### config.mk
export PLATFORM = sky130hd
export DESIGN_NAME = increment_sched
export DESIGN_NICKNAME = d
export VERILOG_FILES = /design/src/rtl/increment_sched.sv
export SDC_FILE = /design/constraint.sdc
export NUM_CORES = 1
export LEC_CHECK = 0
export CORE_MARGIN = 1.5
export CORE_UTILIZATION = 53
export DETAILED_ROUTE_END_ITERATION = 10
export GPL_ROUTABILITY_DRIVEN = 1
export PLACE_DENSITY = 0.89
export REMOVE_ABC_BUFFERS = 1
export SETUP_SLACK_MARGIN = 0.3
export SYNTH_ARGS = -nofsm -noshare
export SYNTH_HDL_FRONTEND = slang
export SYNTH_SLANG_ARGS = --single-unit
### constraint.sdc
create_clock -name clk -period 6.61 [get_ports clk]
set_input_delay 0.661 -clock clk [delete_from_list [all_inputs] [get_ports clk]]
set_output_delay 0.661 -clock clk [all_outputs]
set_load 0.1 [all_outputs]
### src/rtl/increment_sched.sv
// increment_sched: round-robin front end for a shared, 2-stage incrementer.
//
// N requesters offer W-bit operands on valid/ready handshakes. One operand
// per cycle is granted, and y = A+1 (mod 2^W) comes back on a single
// backpressured response port, tagged with the requester index.
//
// Datapath:
//   stage 1: locate the lowest 0 bit of A (one-hot s1_m, zero for all ones)
//   stage 2: y = A ^ inclusive_mask(s1_m), co = (s1_m == 0)
//
// Ports:
//   clk, rst          clock (rising edge), async active-high reset
//   req_vld[N]        per-requester operand valid
//   req_a[N*W]        operand for requester i at [i*W +: W]
//   req_rdy[N]        per-requester accept, at most one bit set
//   rsp_vld/rsp_rdy   response handshake
//   rsp_id            requester index of the response
//   rsp_y, rsp_co     incremented result and carry-out
//   fail              sticky self-check error
//
// Optional build macro INCREMENT_SCHED_CHECK_EN: stage 2 also runs a plain
// W+1-bit reference adder and sets fail on any disagreement. Without the
// macro, fail is tied low and no reference adder exists.

module increment_sched #(
  parameter int N = 4,
  parameter int W = 32
) (
  input  logic                 clk,
  input  logic                 rst,
  input  logic [N-1:0]         req_vld,
  input  logic [N*W-1:0]       req_a,
  output logic [N-1:0]         req_rdy,
  output logic                 rsp_vld,
  input  logic                 rsp_rdy,
  output logic [$clog2(N)-1:0] rsp_id,
  output logic [W-1:0]         rsp_y,
  output logic                 rsp_co,
  output logic                 fail
);

  localparam int IW = $clog2(N);

  logic [IW-1:0] ptr;
  logic          s1_vld;
  logic [IW-1:0] s1_id;
  logic [W-1:0]  s1_a;
  logic [W-1:0]  s1_m;

  logic          s2_load, s1_free, accept;
  logic          gnt_any;
  logic [IW-1:0] gnt_id, gnt_off;
  logic [IW:0]   gnt_sum;
  logic [2*N-1:0] rot;
  logic [W-1:0]  acc_a, acc_m;
  logic [W-1:0]  mask, y_next;
  logic          co_next;

  assign s2_load = !rsp_vld || rsp_rdy;
  assign s1_free = !s1_vld || s2_load;

  // Rotate the valid vector so that bit 0 is the requester at the pointer;
  // the lowest set bit of the rotated window is the offset from the pointer.
  always_comb begin
    rot     = {req_vld, req_vld} >> ptr;
    gnt_any = 1'b0;
    gnt_off = '0;
    for (int k = N - 1; k >= 0; k--) begin
      if (rot[k]) begin
        gnt_any = 1'b1;
        gnt_off = IW'(k);
      end
    end
    gnt_sum = {1'b0, ptr} + {1'b0, gnt_off};
    if (gnt_sum >= (IW+1)'(N)) gnt_sum = gnt_sum - (IW+1)'(N);
    gnt_id = gnt_sum[IW-1:0];
  end

  assign accept  = s1_free && gnt_any;
  assign req_rdy = accept ? (N'(1) << gnt_id) : '0;

  // Operand of the granted requester and its lowest-zero one-hot.
  always_comb begin
    acc_a = req_a[gnt_id*W +: W];
    acc_m = '0;
    for (int j = W - 1; j >= 0; j--) begin
      if (!acc_a[j]) begin
        acc_m    = '0;
        acc_m[j] = 1'b1;
      end
    end
  end

  // Bits at and below the lowest zero flip. All ones has no zero bit, so
  // every bit flips and the result wraps to 0.
  always_comb begin
    logic run;
    run  = 1'b0;
    mask = '0;
    for (int j = W - 1; j >= 0; j--) begin
      run     = run | s1_m[j];
      mask[j] = run;
    end
    if (s1_m == '0) mask = '1;
    y_next  = s1_a ^ mask;
    co_next = (s1_m == '0);
  end

  always_ff @(posedge clk or posedge rst) begin
    if (rst) begin
      ptr <= '0;
    end else if (accept) begin
      ptr <= (gnt_id == IW'(N - 1)) ? '0 : gnt_id + 1'b1;
    end
  end

  always_ff @(posedge clk or posedge rst) begin
    if (rst) begin
      s1_vld <= 1'b0;
      s1_id  <= '0;
      s1_a   <= '0;
      s1_m   <= '0;
    end else if (s1_free) begin
      s1_vld <= accept;
      if (accept) begin
        s1_id <= gnt_id;
        s1_a  <= acc_a;
        s1_m  <= acc_m;
      end
    end
  end

  always_ff @(posedge clk or posedge rst) begin
    if (rst) begin
      rsp_vld <= 1'b0;
      rsp_id  <= '0;
      rsp_y   <= '0;
      rsp_co  <= 1'b0;
    end else if (s2_load) begin
      rsp_vld <= s1_vld;
      // Data only moves with a real operand; bubbles leave it untouched.
      if (s1_vld) begin
        rsp_id <= s1_id;
        rsp_y  <= y_next;
        rsp_co <= co_next;
      end
    end
  end

`ifdef INCREMENT_SCHED_CHECK_EN
  logic [W:0] ref_sum;
  assign ref_sum = {1'b0, s1_a} + (W+1)'(1);

  always_ff @(posedge clk or posedge rst) begin
    if (rst) begin
      fail <= 1'b0;
    end else if (s2_load && s1_vld) begin
      fail <= fail | (ref_sum != {co_next, y_next});
    end
  end
`else
  assign fail = 1'b0;
`endif

endmodule

Word-level counts from Yosys, hierarchy flattened
Cells that the tools add are included.

storage, ports and cells
  register bits = 105
  input bits = 135
  output and inout port bits = 41
  word-level logic and storage cells = 101

operators by class
  add/sub/neg operators = 3
  order comparisons = 1
  equal/unequal tests = 1
  shifts and indexed selects = 3
  mux-type cells = 44
  bitwise gates (word level) = 32
  reduce and logical (&&, ||, !) cells = 8

operator list
  kind                                                                 count
  32-bit two-way mux                                                   33
  128-bit by 8-bit variable part select with 32-bit output             1
  32-bit logical NOT                                                   1
  32-bit XOR                                                           1
  1-bit bitwise OR                                                     31
  2-bit two-way mux                                                    6
  8-bit by 2-bit >> shifter with 4-bit output                          1
  1-bit two-way mux                                                    4
  4-bit two-way mux                                                    1
  2-bit AND reduction                                                  2
  1-bit by 2-bit << shifter with 4-bit output (first input constant)   1
  2-bit by 2-bit adder with 3-bit output                               1
  3-bit >= comparator (second input constant)                          1
  2-bit by 1-bit adder with 2-bit output (second input constant)       1
  2-bit == test (second input constant)                                1
  1-bit logical NOT                                                    2
  1-bit logical OR                                                     2
  2-bit by 1-bit subtractor with 2-bit output (second input constant)  1
  1-bit logical AND                                                    1

Depth between registers and ports, before layout
  depth in word-level cells = 41
  depth in mapped cells = 15
  gate-level depth less buffers = 12

Worst setup path after synthesis
OpenSTA, ideal clock, no wires.

  kind = input to output
  start point = in req_vld[2]
  end point = out req_rdy[3]
  data arrival time = 3.334 ns
  data required time = 5.949 ns
  slack = 2.615 ns
  cell stages on the path = 13
  buffers on the path = 3
  cell sequence = buf_2 nor2b_1 a21oi_1 o22ai_1 o21a_1 ha_1 xor2_1 nand4_1 nand2_1 buf_2 buf_2 ha_1 and3_1

on the way
  cells in the longest elaborated chain, start to end = 10
  elaborated cells on any way between the ends = 16
  classes of those cells = add/sub: 2; order compare: 1; shift: 2; mux: 10; reduce/logical: 1

ends and longest elaborated chain
  item                                                                                       line  source
  start: declaration                                                                         31    input logic [N-1:0] req_vld,
  8-bit by 2-bit >> shifter with 4-bit output (*)                                            65    rot = {req_vld, req_vld} >> ptr;
  2-bit two-way mux (3 in a row)                                                             69    if (rot[k]) begin
  2-bit two-way mux (*)                                                                      69
  2-bit by 2-bit adder with 3-bit output (*)                                                 74    gnt_sum = {1'b0, ptr} + {1'b0, gnt_off};
  3-bit >= comparator / 2-bit by 1-bit subtractor with 2-bit output (equally long branches)  75    if (gnt_sum >= (IW+1)'(N)) gnt_sum = gnt_sum - (IW+1)'(N);
  2-bit two-way mux (*)                                                                      75
  named net gnt_sum[1]                                                                       53    logic [IW:0] gnt_sum;
  1-bit by 2-bit << shifter with 4-bit output (*)                                            80    assign req_rdy = accept ? (N'(1) << gnt_id) : '0;
  4-bit two-way mux (*)                                                                      80
  end: declaration                                                                           33    output logic [N-1:0] req_rdy,

The timed path passes the listed nets; every way through them passes the cells marked *.

Final worst setup path
  start point = in req_vld[2]
  end point = out req_rdy[0]

The elaborated chain is that of the path after synthesis.

==> summary.md <==
| Metric | Value |
|---|---|
| Crit-path max FO | 80 |
| WP data arrival | 4.66 ns |
| Core area | 11600 µm² |
| GPL Wtd Cong | 0.903 |
| Row count | 39 |
| Sequential-to-total area share from yosys stat | 0.413 |
| Htree depth | 3 |
| Total number of vias | 6055 |
| Area grow syn2layout | 33.2% |
| Post-CTS setup repair buffer count | 0 |
| Type of the worst setup path | in2out |
| Yosys warnings | 0 |
| Top post-synthesis cells by count | nand2_1 (183), dfrtp_1 (105), o21ai_0 (59) |
| PD cells | 561 nW/µm² |
| Top_reg_cell synth | dfrtp_1 |
| Largest net degree at the start of global routing | 81 |
| Initial Utilization | 0.550 |
| Dpl hpwl | 13.7 mm |
| Final ANT Viol Nets | 0 |
| DRT Pass-1 Iters | 6 |
| Cells on Worst Hold Path | 2 |
| Syn Inst Count | 683 |
| Startpoint types | primary input |
| FMAX | 188 MHz |
| Share of layout cells above drive strength 1 | 0.0940 |
| Vias in the first global route | 6220 |
| Most common cell in the synthesized netlist | nand2_1 |
| Relative slew slack | 0.321 |
| Mean Syn Cell Area | 9.32 µm² |
| Status | complete, no violations |
| R2R depth | 12 |
| Total CTS buffers | 9 |
| Die area | 12700 µm² |
| Final TNS setup | 0 ns |
| Register bit count reported by yosys | 105 |
| Met1 Use GR | 0.376 |
| Fillcell total | 807 |
| Met3 Use GR | 0.0589 |
| I/O pin count | 176 |
| DRC | 0 |
| Area contributors post-synth | dfrtp_1 (41%), nand2_1 (11%), mux4_2 (11%) |
| FFs w/ async S/R, synth | 1.00 |
| Gr ovfl total | 0 |
| Port bufs | 174 |
| Initial DRC Count | 527 |
| Max Cap Violations | 0 |
| Met2 Track Usage GR | 0.535 |
| Grt peak-use layer | met2 |
| Top cell type's share of synthesized area | 0.413 |
| Clock Tree Buf Depth | 2 |
| Vias/cell | 6.16 |
| Post-synth EDFFs | 0 |
| Clock Sink Count | 105 |
| Final period utilization | 0.806 |
| Power, Total | 4.76 mW |
| Number of max-slew violations in the final report | 0 |
| Resize count post-CTS | 0 |
| WL/cell | 19.2 µm |
| Crit path required time | 5.95 ns |
| Hold_buf cts | 0 |
| Worst-path clk slew | 0.07 ns |
| CP endpoint kind | primary output |
| Hold Crit Class | reg2reg |
| Fin. Hold Viols | 0 |
| Number of diodes | 0 |
| Horiz. Die Dim | 113 µm |
| Post-Syn Area | 6370 µm² |
| Skew final | 0.0100 ns |
| First-pass GRT wire length | 30.8 mm |
| DIE HEIGHT | 113 µm |
| Actual slew at the worst max-slew pin | 1.02 ns |
| Leak Pwr | 3.63 nW |
| Clock latency on the worst-skew pair | 0.35 ns |
| # nets final | 975 |
| Library cells used by synthesis | 58 |
| Final Setup Violations | 0 |
| GRT Resource Usage Total | 0.308 |
| Synth area leader | dfrtp_1 |
| CTS tree | built |
| Root Buffer | clkbuf_16 |
| VDD IR max | 0.000559 V |
| WL final | 18.9 mm |
| Initial antenna violation count | 0 |
| RSZ-0062 raised after global routing | false |
| Final min period | 5.33 ns |
area by class of cell:
type	count	area, µm²	area share
clock buffers	10	239	0.0282
clock inverters	6	75.1	0.00885
inverters	12	47.5	0.00561
multi-input cells	528	3530	0.417
flip-flops and latches	105	2630	0.310
well taps	143	179	0.0211
repair buffers	179	1780	0.210
stage by stage:
step           setup slack, ns  utilization  hold slack (ns)  instance area (µm²)  instances
2_1_floorplan             1.60            -            0.439                 6190        645
3_3_place_gp              1.35        0.706            0.451                 8170        967
3_5_place_dp              1.29        0.706            0.471                 8170        967
4_1_cts                   1.26        0.733            0.486                 8480        983
5_1_grt                   1.02        0.733            0.499                 8480        983
6_report                  1.28        0.733            0.480                 8480        983
registers in the layout, summed over array words and instances, names as in the netlist, 2 cells and up:
register	cells
ptr	2
s1_id	2
s1_m	32
s1_a	32
rsp_y	32
rsp_id	2
report_power, final:
part / leakage (nW) / switching, mW / internal [mW] / total [mW]
clock network: 0.151 / 0.246 / 0.310 / 0.556
registers: 1.33 / 0.158 / 0.877 / 1.04
logic: 2.15 / 2.06 / 1.10 / 3.16
critical path, cell delays in order:
cell and delay, ns:
clkdlybuf4s50_1 0.63, nor2b_1 0.12, a21oi_1 0.12, o22ai_1 0.08, o21a_1 0.21, ha_4 0.95
inv_1 0.44, ha_1 0.31, and3_1 0.14, clkdlybuf4s50_1 0.96
worst paths after layout:
kind	start	to	slack, ns
min in group asynchronous	rst	s1_m[30]	0.73
min	rsp_y[31]	rsp_y[31]	0.48
max reg2reg	ptr[1]	s1_m[30]	2.31
max in group asynchronous	rst	s1_m[9]	4.75
min reg2reg	rsp_y[31]	rsp_y[31]	0.48
max	req_vld[2]	req_rdy[0]	1.28
layer usage:
metal | routed length (µm) | share of wire
met3 | 1240 | 0.066
met1 | 7270 | 0.39
met2 | 9760 | 0.52
met5 | 0 | 0
met4 | 600 | 0.032
cell usage in the layout, fill, tap and decap left out, drive strengths merged, types with 5 or more instances in the layout:
cell type	n
nor4	7
mux2i	11
nor2	26
and3	10
mux4	30
nand3	25
nand4	11
nand2	183
xnor2	8
or3	12
inv	14
o31ai	12
o21ai	63
nor3	10
clkdlybuf4s50	174
clkbuf	10
buf	5
mux2	13
xor2	23
nand3b	8
ha	5
dfrtp	105
nand2b	16
cells by family (layout without fill, tap and decap cells):
kind of cell / after synthesis / in the layout / synth area share
compound gates: 108 / 108 / 0.107
xor+xnor: 31 / 31 / 0.0426
fa+ha+maj: 5 / 5 / 0.00983
buf+inv: 50 / 207 / 0.0354
flops: 105 / 105 / 0.413
mux: 54 / 54 / 0.146
other cells: 1 / 1 / 0.000589
simple gates: 329 / 329 / 0.245
No activity file was read; power rests on OpenSTA's default activity.
